$ cat src/rtl/watch_adjust_pkg.sv
`default_nettype none
// ============================================================================
// Module   : watch_adjust_pkg
// Purpose  : Shared types and digit-select encodings for the watch adjust
//            controller.
// Revision : 1.0 - initial release
// ============================================================================
package watch_adjust_pkg;

    typedef enum logic [0:0] {
        RUN = 1'b0,
        ADJ = 1'b1
    } state_t;

    localparam logic [3:0] SEL_NONE = 4'b0000;
    localparam logic [3:0] SEL_MSEC = 4'b0001;
    localparam logic [3:0] SEL_SEC  = 4'b0010;
    localparam logic [3:0] SEL_MIN  = 4'b0100;
    localparam logic [3:0] SEL_HOUR = 4'b1000;

    // One step toward the hour field, hour wraps back to msec.
    function automatic logic [3:0] rotate_to_hour(input logic [3:0] sel);
        return {sel[2:0], sel[3]};
    endfunction

    // One step toward the msec field, msec wraps back to hour.
    function automatic logic [3:0] rotate_to_msec(input logic [3:0] sel);
        return {sel[0], sel[3:1]};
    endfunction

endpackage
`default_nettype wire

$ cat src/rtl/watch_adjust_ctrl_btn_repeat.sv
`default_nettype none
// ============================================================================
// Module   : btn_repeat
// Purpose  : Rising-edge detector with press-and-hold auto-repeat. Emits one
//            pulse on the press, another after HOLD_CYCLES of holding, then
//            one every REPEAT_CYCLES until release.
// Revision : 1.0 - initial release
// ============================================================================
module btn_repeat #(
    parameter int HOLD_CYCLES   = 50_000_000,
    parameter int REPEAT_CYCLES = 10_000_000
) (
    input  logic clk,
    input  logic rst,
    input  logic level,
    input  logic en,
    input  logic kick,
    output logic pulse
);
    import watch_adjust_pkg::*;

    localparam int MAX_CYCLES = (HOLD_CYCLES > REPEAT_CYCLES) ? HOLD_CYCLES : REPEAT_CYCLES;
    localparam int CW         = (MAX_CYCLES > 1) ? $clog2(MAX_CYCLES) : 1;
    localparam logic [CW-1:0] HOLD_LAST   = CW'(HOLD_CYCLES - 1);
    localparam logic [CW-1:0] REPEAT_LAST = CW'(REPEAT_CYCLES - 1);

    logic          prev;
    logic          active;
    logic          repeating;
    logic [CW-1:0] cnt;
    logic [CW-1:0] cnt_next;
    logic          rise;

    assign rise     = level & ~prev;
    // Saturating increment so the counter can never wrap.
    assign cnt_next = (cnt == {CW{1'b1}}) ? cnt : cnt + 1'b1;

    // Edge detect plus hold/repeat scheduling; prev resets high so a button
    // held through reset never looks like a fresh press.
    always_ff @(posedge clk) begin
        if (rst) begin
            prev      <= 1'b1;
            active    <= 1'b0;
            repeating <= 1'b0;
            cnt       <= '0;
            pulse     <= 1'b0;
        end else begin
            prev  <= level;
            pulse <= 1'b0;
            if (!en || kick) begin
                active    <= 1'b0;
                repeating <= 1'b0;
                cnt       <= '0;
            end else if (rise) begin
                pulse     <= 1'b1;
                active    <= 1'b1;
                repeating <= 1'b0;
                cnt       <= '0;
            end else if (active && level) begin
                if (!repeating) begin
                    if (cnt == HOLD_LAST) begin
                        pulse     <= 1'b1;
                        repeating <= 1'b1;
                        cnt       <= '0;
                    end else begin
                        cnt <= cnt_next;
                    end
                end else begin
                    if (cnt == REPEAT_LAST) begin
                        pulse <= 1'b1;
                        cnt   <= '0;
                    end else begin
                        cnt <= cnt_next;
                    end
                end
            end else begin
                active    <= 1'b0;
                repeating <= 1'b0;
                cnt       <= '0;
            end
        end
    end

endmodule
`default_nettype wire

$ cat src/rtl/watch_adjust_ctrl.sv
`default_nettype none
// ============================================================================
// Module   : watch_adjust_ctrl
// Purpose  : Time-setting sequencer for the watch datapath: digit select,
//            inc/dec with auto-repeat, clear, and idle timeout to run mode.
// Revision : 1.0 - initial release
// ============================================================================
module watch_adjust_ctrl #(
    parameter int HOLD_CYCLES    = 50_000_000,
    parameter int REPEAT_CYCLES  = 10_000_000,
    parameter int TIMEOUT_CYCLES = 1_000_000_000
) (
    input  logic       clk,
    input  logic       rst,
    input  logic       enable,
    input  logic       btn_L,
    input  logic       btn_R,
    input  logic       btn_U,
    input  logic       btn_D,
    output logic [3:0] adjust_digit_sel,
    output logic       inc,
    output logic       dec,
    output logic       clear,
    output logic       adjusting
);
    import watch_adjust_pkg::*;

    localparam int TW = (TIMEOUT_CYCLES > 1) ? $clog2(TIMEOUT_CYCLES) : 1;
    localparam logic [TW-1:0] TIMEOUT_LAST = TW'(TIMEOUT_CYCLES - 1);

    state_t        state;
    logic          prev_l;
    logic          prev_r;
    logic          prev_d;
    logic [TW-1:0] idle_cnt;

    logic l_rise;
    logic r_rise;
    logic d_rise;
    logic exit_lr;
    logic any_btn;
    logic engine_en;
    logic engine_kick;

    assign l_rise  = btn_L & ~prev_l;
    assign r_rise  = btn_R & ~prev_r;
    assign d_rise  = btn_D & ~prev_d;
    assign exit_lr = l_rise & r_rise;
    assign any_btn = btn_L | btn_R | btn_U | btn_D;

    // Engines only run while adjusting and not leaving this cycle; a digit
    // rotation or a U+D conflict drops any press in progress.
    assign engine_en   = enable & (state == ADJ) & ~exit_lr;
    assign engine_kick = l_rise | r_rise | (btn_U & btn_D);

    btn_repeat #(
        .HOLD_CYCLES   (HOLD_CYCLES),
        .REPEAT_CYCLES (REPEAT_CYCLES)
    ) u_rep_up (
        .clk   (clk),
        .rst   (rst),
        .level (btn_U),
        .en    (engine_en),
        .kick  (engine_kick),
        .pulse (inc)
    );

    btn_repeat #(
        .HOLD_CYCLES   (HOLD_CYCLES),
        .REPEAT_CYCLES (REPEAT_CYCLES)
    ) u_rep_dn (
        .clk   (clk),
        .rst   (rst),
        .level (btn_D),
        .en    (engine_en),
        .kick  (engine_kick),
        .pulse (dec)
    );

    // RUN/ADJ state machine: entry, digit rotation, exits and idle timeout.
    always_ff @(posedge clk) begin
        if (rst) begin
            state            <= RUN;
            adjust_digit_sel <= SEL_NONE;
            adjusting        <= 1'b0;
            clear            <= 1'b0;
            idle_cnt         <= '0;
            prev_l           <= 1'b1;
            prev_r           <= 1'b1;
            prev_d           <= 1'b1;
        end else begin
            prev_l <= btn_L;
            prev_r <= btn_R;
            prev_d <= btn_D;
            clear  <= 1'b0;
            if (!enable) begin
                state            <= RUN;
                adjust_digit_sel <= SEL_NONE;
                adjusting        <= 1'b0;
                idle_cnt         <= '0;
            end else begin
                case (state)
                    RUN: begin
                        idle_cnt <= '0;
                        if (l_rise) begin
                            state            <= ADJ;
                            adjust_digit_sel <= SEL_HOUR;
                            adjusting        <= 1'b1;
                        end else if (d_rise && btn_U) begin
                            clear <= 1'b1;
                        end
                    end
                    ADJ: begin
                        if (exit_lr) begin
                            state            <= RUN;
                            adjust_digit_sel <= SEL_NONE;
                            adjusting        <= 1'b0;
                            idle_cnt         <= '0;
                        end else begin
                            if (l_rise) begin
                                adjust_digit_sel <= rotate_to_hour(adjust_digit_sel);
                            end else if (r_rise) begin
                                adjust_digit_sel <= rotate_to_msec(adjust_digit_sel);
                            end
                            if (any_btn) begin
                                idle_cnt <= '0;
                            end else if (idle_cnt == TIMEOUT_LAST) begin
                                state            <= RUN;
                                adjust_digit_sel <= SEL_NONE;
                                adjusting        <= 1'b0;
                                idle_cnt         <= '0;
                            end else if (idle_cnt != {TW{1'b1}}) begin
                                idle_cnt <= idle_cnt + 1'b1;
                            end
                        end
                    end
                    default: begin
                        state            <= RUN;
                        adjust_digit_sel <= SEL_NONE;
                        adjusting        <= 1'b0;
                        idle_cnt         <= '0;
                    end
                endcase
            end
        end
    end

endmodule
`default_nettype wire

$ cat config.mk
export PLATFORM = sky130hd
export DESIGN_NAME = watch_adjust_ctrl
export DESIGN_NICKNAME = d
export VERILOG_FILES = /design/src/rtl/watch_adjust_pkg.sv /design/src/rtl/watch_adjust_ctrl_btn_repeat.sv /design/src/rtl/watch_adjust_ctrl.sv
export SDC_FILE = /design/constraint.sdc
export NUM_CORES = 1
export LEC_CHECK = 0
export BUFFER_PORTS_ARGS = -buffer_cell sky130_fd_sc_hd__clkbuf_2
export CORE_AREA = 3 3 102 104
export DETAILED_ROUTE_END_ITERATION = 10
export DIE_AREA = 0 0 105 107
export PLACE_DENSITY = 0.82
export SLEW_MARGIN = 20
export SYNTH_ARGS = -nofsm -noshare
export SYNTH_HDL_FRONTEND = slang
export SYNTH_HIERARCHICAL = 1
export SYNTH_SLANG_ARGS = --single-unit
$ cat constraint.sdc
create_clock -name clk -period 5.6 [get_ports clk]
set_input_delay 1.12 -clock clk [delete_from_list [all_inputs] [get_ports clk]]
set_output_delay 1.12 -clock clk [all_outputs]
set_load 0.005 [all_outputs]
==> metrics.sh <==
DIE_Y_UM=107
GRT_FIRST_PASS_WIRELENGTH_UM=20000
SEQ_AREA_FRAC_SYNTH=0.381
STARTPOINT='btn_R'
CP_TOP_DELAY_FAMILY='simple AND/OR/NAND/NOR gates'
GR-USAGE-ALL-LAYERS=0.212
FINAL_DESIGN_AREA_NO_FILL_MM2=0.00551
PLACE_WS_NS=2.21
YS_ASYNC_SR_FRACTION=0
TIMING.FINAL.SETUP_VIOLATIONS=0
FINAL_COMMON_CELL='sky130_fd_sc_hd__dfxtp_1'
CLOCK_POWER_SHARE=0.358
DP_HPWL_UM=8160
DRIVE_ABOVE_1_SHARE=0.0969
DETAIL_ROUTE.WIRELENGTH_UM=11600
FINAL.SETUP.TNS_NS=0
NUM-NETS-FINAL=624
HOLD_VIOL_FINAL=0
PWR-SHARE-SEQ=0.628
POSTSYNTHREGISTERBITS=100
REG2REG_DEPTH=6
WORSTPATHCELLLIST='clkbuf_2 -> nor4_1 -> nand3_1 -> a31oi_1 -> nand2_1 -> a211oi_1'
WORST-PATH-STAGES=6
DRT-VIAS-PER-INSTANCE=6.23
CTS_RESIZED=0
VDD_DROP_MAX_uV=134
FLOORPLAN.IO_PINS=15
CTS_MADE_BUFFERS=9
CLOCK_SKEW_NS=0.0191
RSZ0062_AT_GRT='false'
RRSETUPSLACK_NS=2.74
CLK_ROOT_BUFFER_CELL='sky130_fd_sc_hd__clkbuf_8'
YS.WARNINGS.COUNT=6
WL_PER_CELL_UM=15.5
PERIOD_SHARE=0.544
CLOCK.FMAX_MHz=328
HOLD_PATH_CLASS='flip-flop to flip-flop'
CRITICAL_PATH.REG2REG.ENDPOINT='idle_cnt[26]'
LAYOUT.CELLS.MOST_COMMON_LIST='sky130_fd_sc_hd__dfxtp_1 (100), sky130_fd_sc_hd__nor2_1 (75), sky130_fd_sc_hd__nand2_1 (44), sky130_fd_sc_hd__a21oi_1 (44), sky130_fd_sc_hd__nand3_1 (36)'
CRITPATHCAPTURETYPE='flip-flop'
GP_ROUTABILITY_CONGESTION=0.879
PORTBUFFERS=14
ANTENNA_LEFT=0
NETLIST_AREA_MM2=0.00525
MAX_CAP_CHECK_VIOLATION_COUNT=0
SYN_AREA_PER_CELL_UM2=8.52
LAYOUTNONFILLERINSTCOUNT=752
SYNTH.LIB_CELLS_USED.DISTINCT=57
CTS.SINKS=100
GRT_ANTENNA_BEFORE_REPAIR=0
WORSTPATHBUFFERINVERTERCOUNT=1
VIA_COUNT=4687
WORSTPATHREQUIRED_NS=5.87
CRIT_PATH_MAX_FANOUT=29
POSTSYNTH.TOPFLOPCELL='sky130_fd_sc_hd__dfxtp_1'
POST-ROUTE-WORST-SETUP-SLACK_NS=2.55
STARTPOINT_TYPE='input pin'
CORE_AREA_MM2=0.00964
FIRST_ITER_VIOLATIONS=390
RESULT_OF_THE_RUN='finished, final reports clean'
COUNT_OF_MAPPED_CELLS_OUT_OF_SYNTHESIS=616
CTS.CLK_SLEW.WORST_PATHS_NS=0.09
INSTANCE_AREA_AFTER_PLACEMENT_MM2=0.00534
CTSHOLDBUFFERS=0
ANTENNA-DIODE-COUNT=0
CELLLEAKAGEPOWER_nW=1.51
START_UTIL=0.544
DIEAREA_MM2=0.0112
GRT_START_MAX_NET_PINS=30
CLKLATENCYLATEPIN_NS=0.37
WORST_SLEW_PIN_SLEW_NS=0.945
POST-CTS-SETUP-BUFFER-COUNT=0
P_COMB_FRAC=0.014
AREA_GROWTH_SYN_TO_LAYOUT_PCT=5.05
DIE-WIDTH_UM=105
WORST_SLEW_MARGIN_REL=0.368
TRITONCTS_CLOCK_TREE='yes'
TIMING.RR.START='idle_cnt[0]'
CRITICAL_SETUP_PATH_CLASS='input pin to flip-flop'
POST-LAYOUT-TOTAL-POWER_mW=1.14
POWER_DENSITY_mW_PER_MM2=206
REPORT.FINAL.SLEW_VIOL_COUNT=0
SYNTH_EDF_COUNT=0
TOTAL_SWITCHING_POWER_mW=0.255
MAX-CLOCK-PATH-BUFFERS=2
SYNTH_NETS=626
NUM_ROWS=36
INTPOWER_mW=0.883
GRT_PASS1_VIAS=4449
CTS-HTREE-LEVELS=3
ENDPOINT='idle_cnt[13]'
POWER.SWITCHING_FRACTION=0.224
POST-ROUTE-DRC-COUNT=0
DATA_ARRIVAL_TIME_OF_THE_WORST_PATH_NS=3.31
WORST_PATH_LARGEST_CELL_DELAY_NS=0.63
DETAIL_ROUTE.FIRST_PASS.ITERATIONS=5
NUMPLACEDINSTANCES=736
GRT_OVERFLOW_TOTAL=0
FINALWORSTPATHREQUIREDPERIOD_NS=3.05
CRITICAL_PATH.SLOWEST_CELL='sky130_fd_sc_hd__nand2_1'
## kinds of logic (layout without fill, tap and decap cells)
logic type	count (synthesis)	in the layout	share of synthesized area
simple gates	325	325	0.365
compound gates	104	104	0.135
flops	100	100	0.381
xor+xnor	41	41	0.0684
buf+inv	41	44	0.0396
fa+ha+maj	3	3	0.00715
mux	2	2	0.00382
## metal layers
metal  global-route usage  vias to the layer above  part of all wire
li1                     -                     2285                 -
met1                0.260                     2245              0.43
met2                0.369                      131              0.50
met3               0.0464                       26             0.047
met4               0.0712                        0             0.021
met5                    0                        -                 0
## area by class of cell
class	instances	area, um^2
Fill cell	883	4130
Inverter	14	52.6
Tap cell	133	166
Multi-Input combinational cell	475	3050
Timing Repair Buffer	14	70.1
Sequential cell	100	2000
Clock inverter	5	37.5
Clock buffer	11	131
## how the worst min path moves through the flow
stage                     slack [ns]  depth (start not counted)    from    end
after floorplan                 0.37                          1  prev_d  clear
after global placement          0.40                          1  prev_d  clear
final                           0.42                          1  prev_d  clear
after detailed placement        0.40                          1  prev_d  clear
after global routing            0.44                          1  prev_d  clear
after CTS                       0.42                          1  prev_d  clear
## synth_stat cells, drive strengths merged (3+ instances only)
cell type  instances  area (um^2)
and2               4         25.0
a211oi            12         90.1
clkbuf            10         37.5
o21ai             11         55.1
nor4              25          199
a31oi              3         18.8
nor2b              6         37.5
a21boi             4         30.0
nor3              12         60.1
a211o              3         26.3
nor3b              4         30.0
and3              10         62.6
nand2b             4         25.0
a311oi             3         26.3
and4bb             4         50.0
a2111oi            4         85.1
nor2              77          294
or4               18          150
nand4b            10         87.6
and4              10         87.6
xnor2             32          280
buf               17          118
a21oi             44          220
or2                7         43.8
dfxtp            100         2000
nand4             27          199
inv               14         52.6
xor2               9         78.8
o31ai             14          105
nand2             44          165
or3               13         81.3
nand3             38          200
ha                 3         37.5
## per-stage QoR
stage | utilization | hold WS, ns
5_1_grt | 0.572 | 0.439
3_3_place_gp | 0.553 | 0.397
2_1_floorplan | - | 0.374
4_1_cts | 0.571 | 0.424
3_5_place_dp | 0.553 | 0.402
6_report | 0.572 | 0.422
## power by group through the flow
stage / logic, mW / registers [mW] / clock network [mW]
floorplan: 0.00939 / 0.731 / 0
global placement: 0.0148 / 0.731 / 0
detailed placement: 0.0154 / 0.732 / 0
CTS: 0.0155 / 0.715 / 0.422
global route: 0.0173 / 0.716 / 0.449
finish: 0.0158 / 0.715 / 0.407
## flip-flops by register name (all words and copies together), names as in the netlist, 4 cells and up
signal,flops
u_rep_dn/cnt,26
idle_cnt,30
u_rep_up/cnt,26
adjust_digit_sel,4
Note: power is estimated with default switching activity, not from simulation.
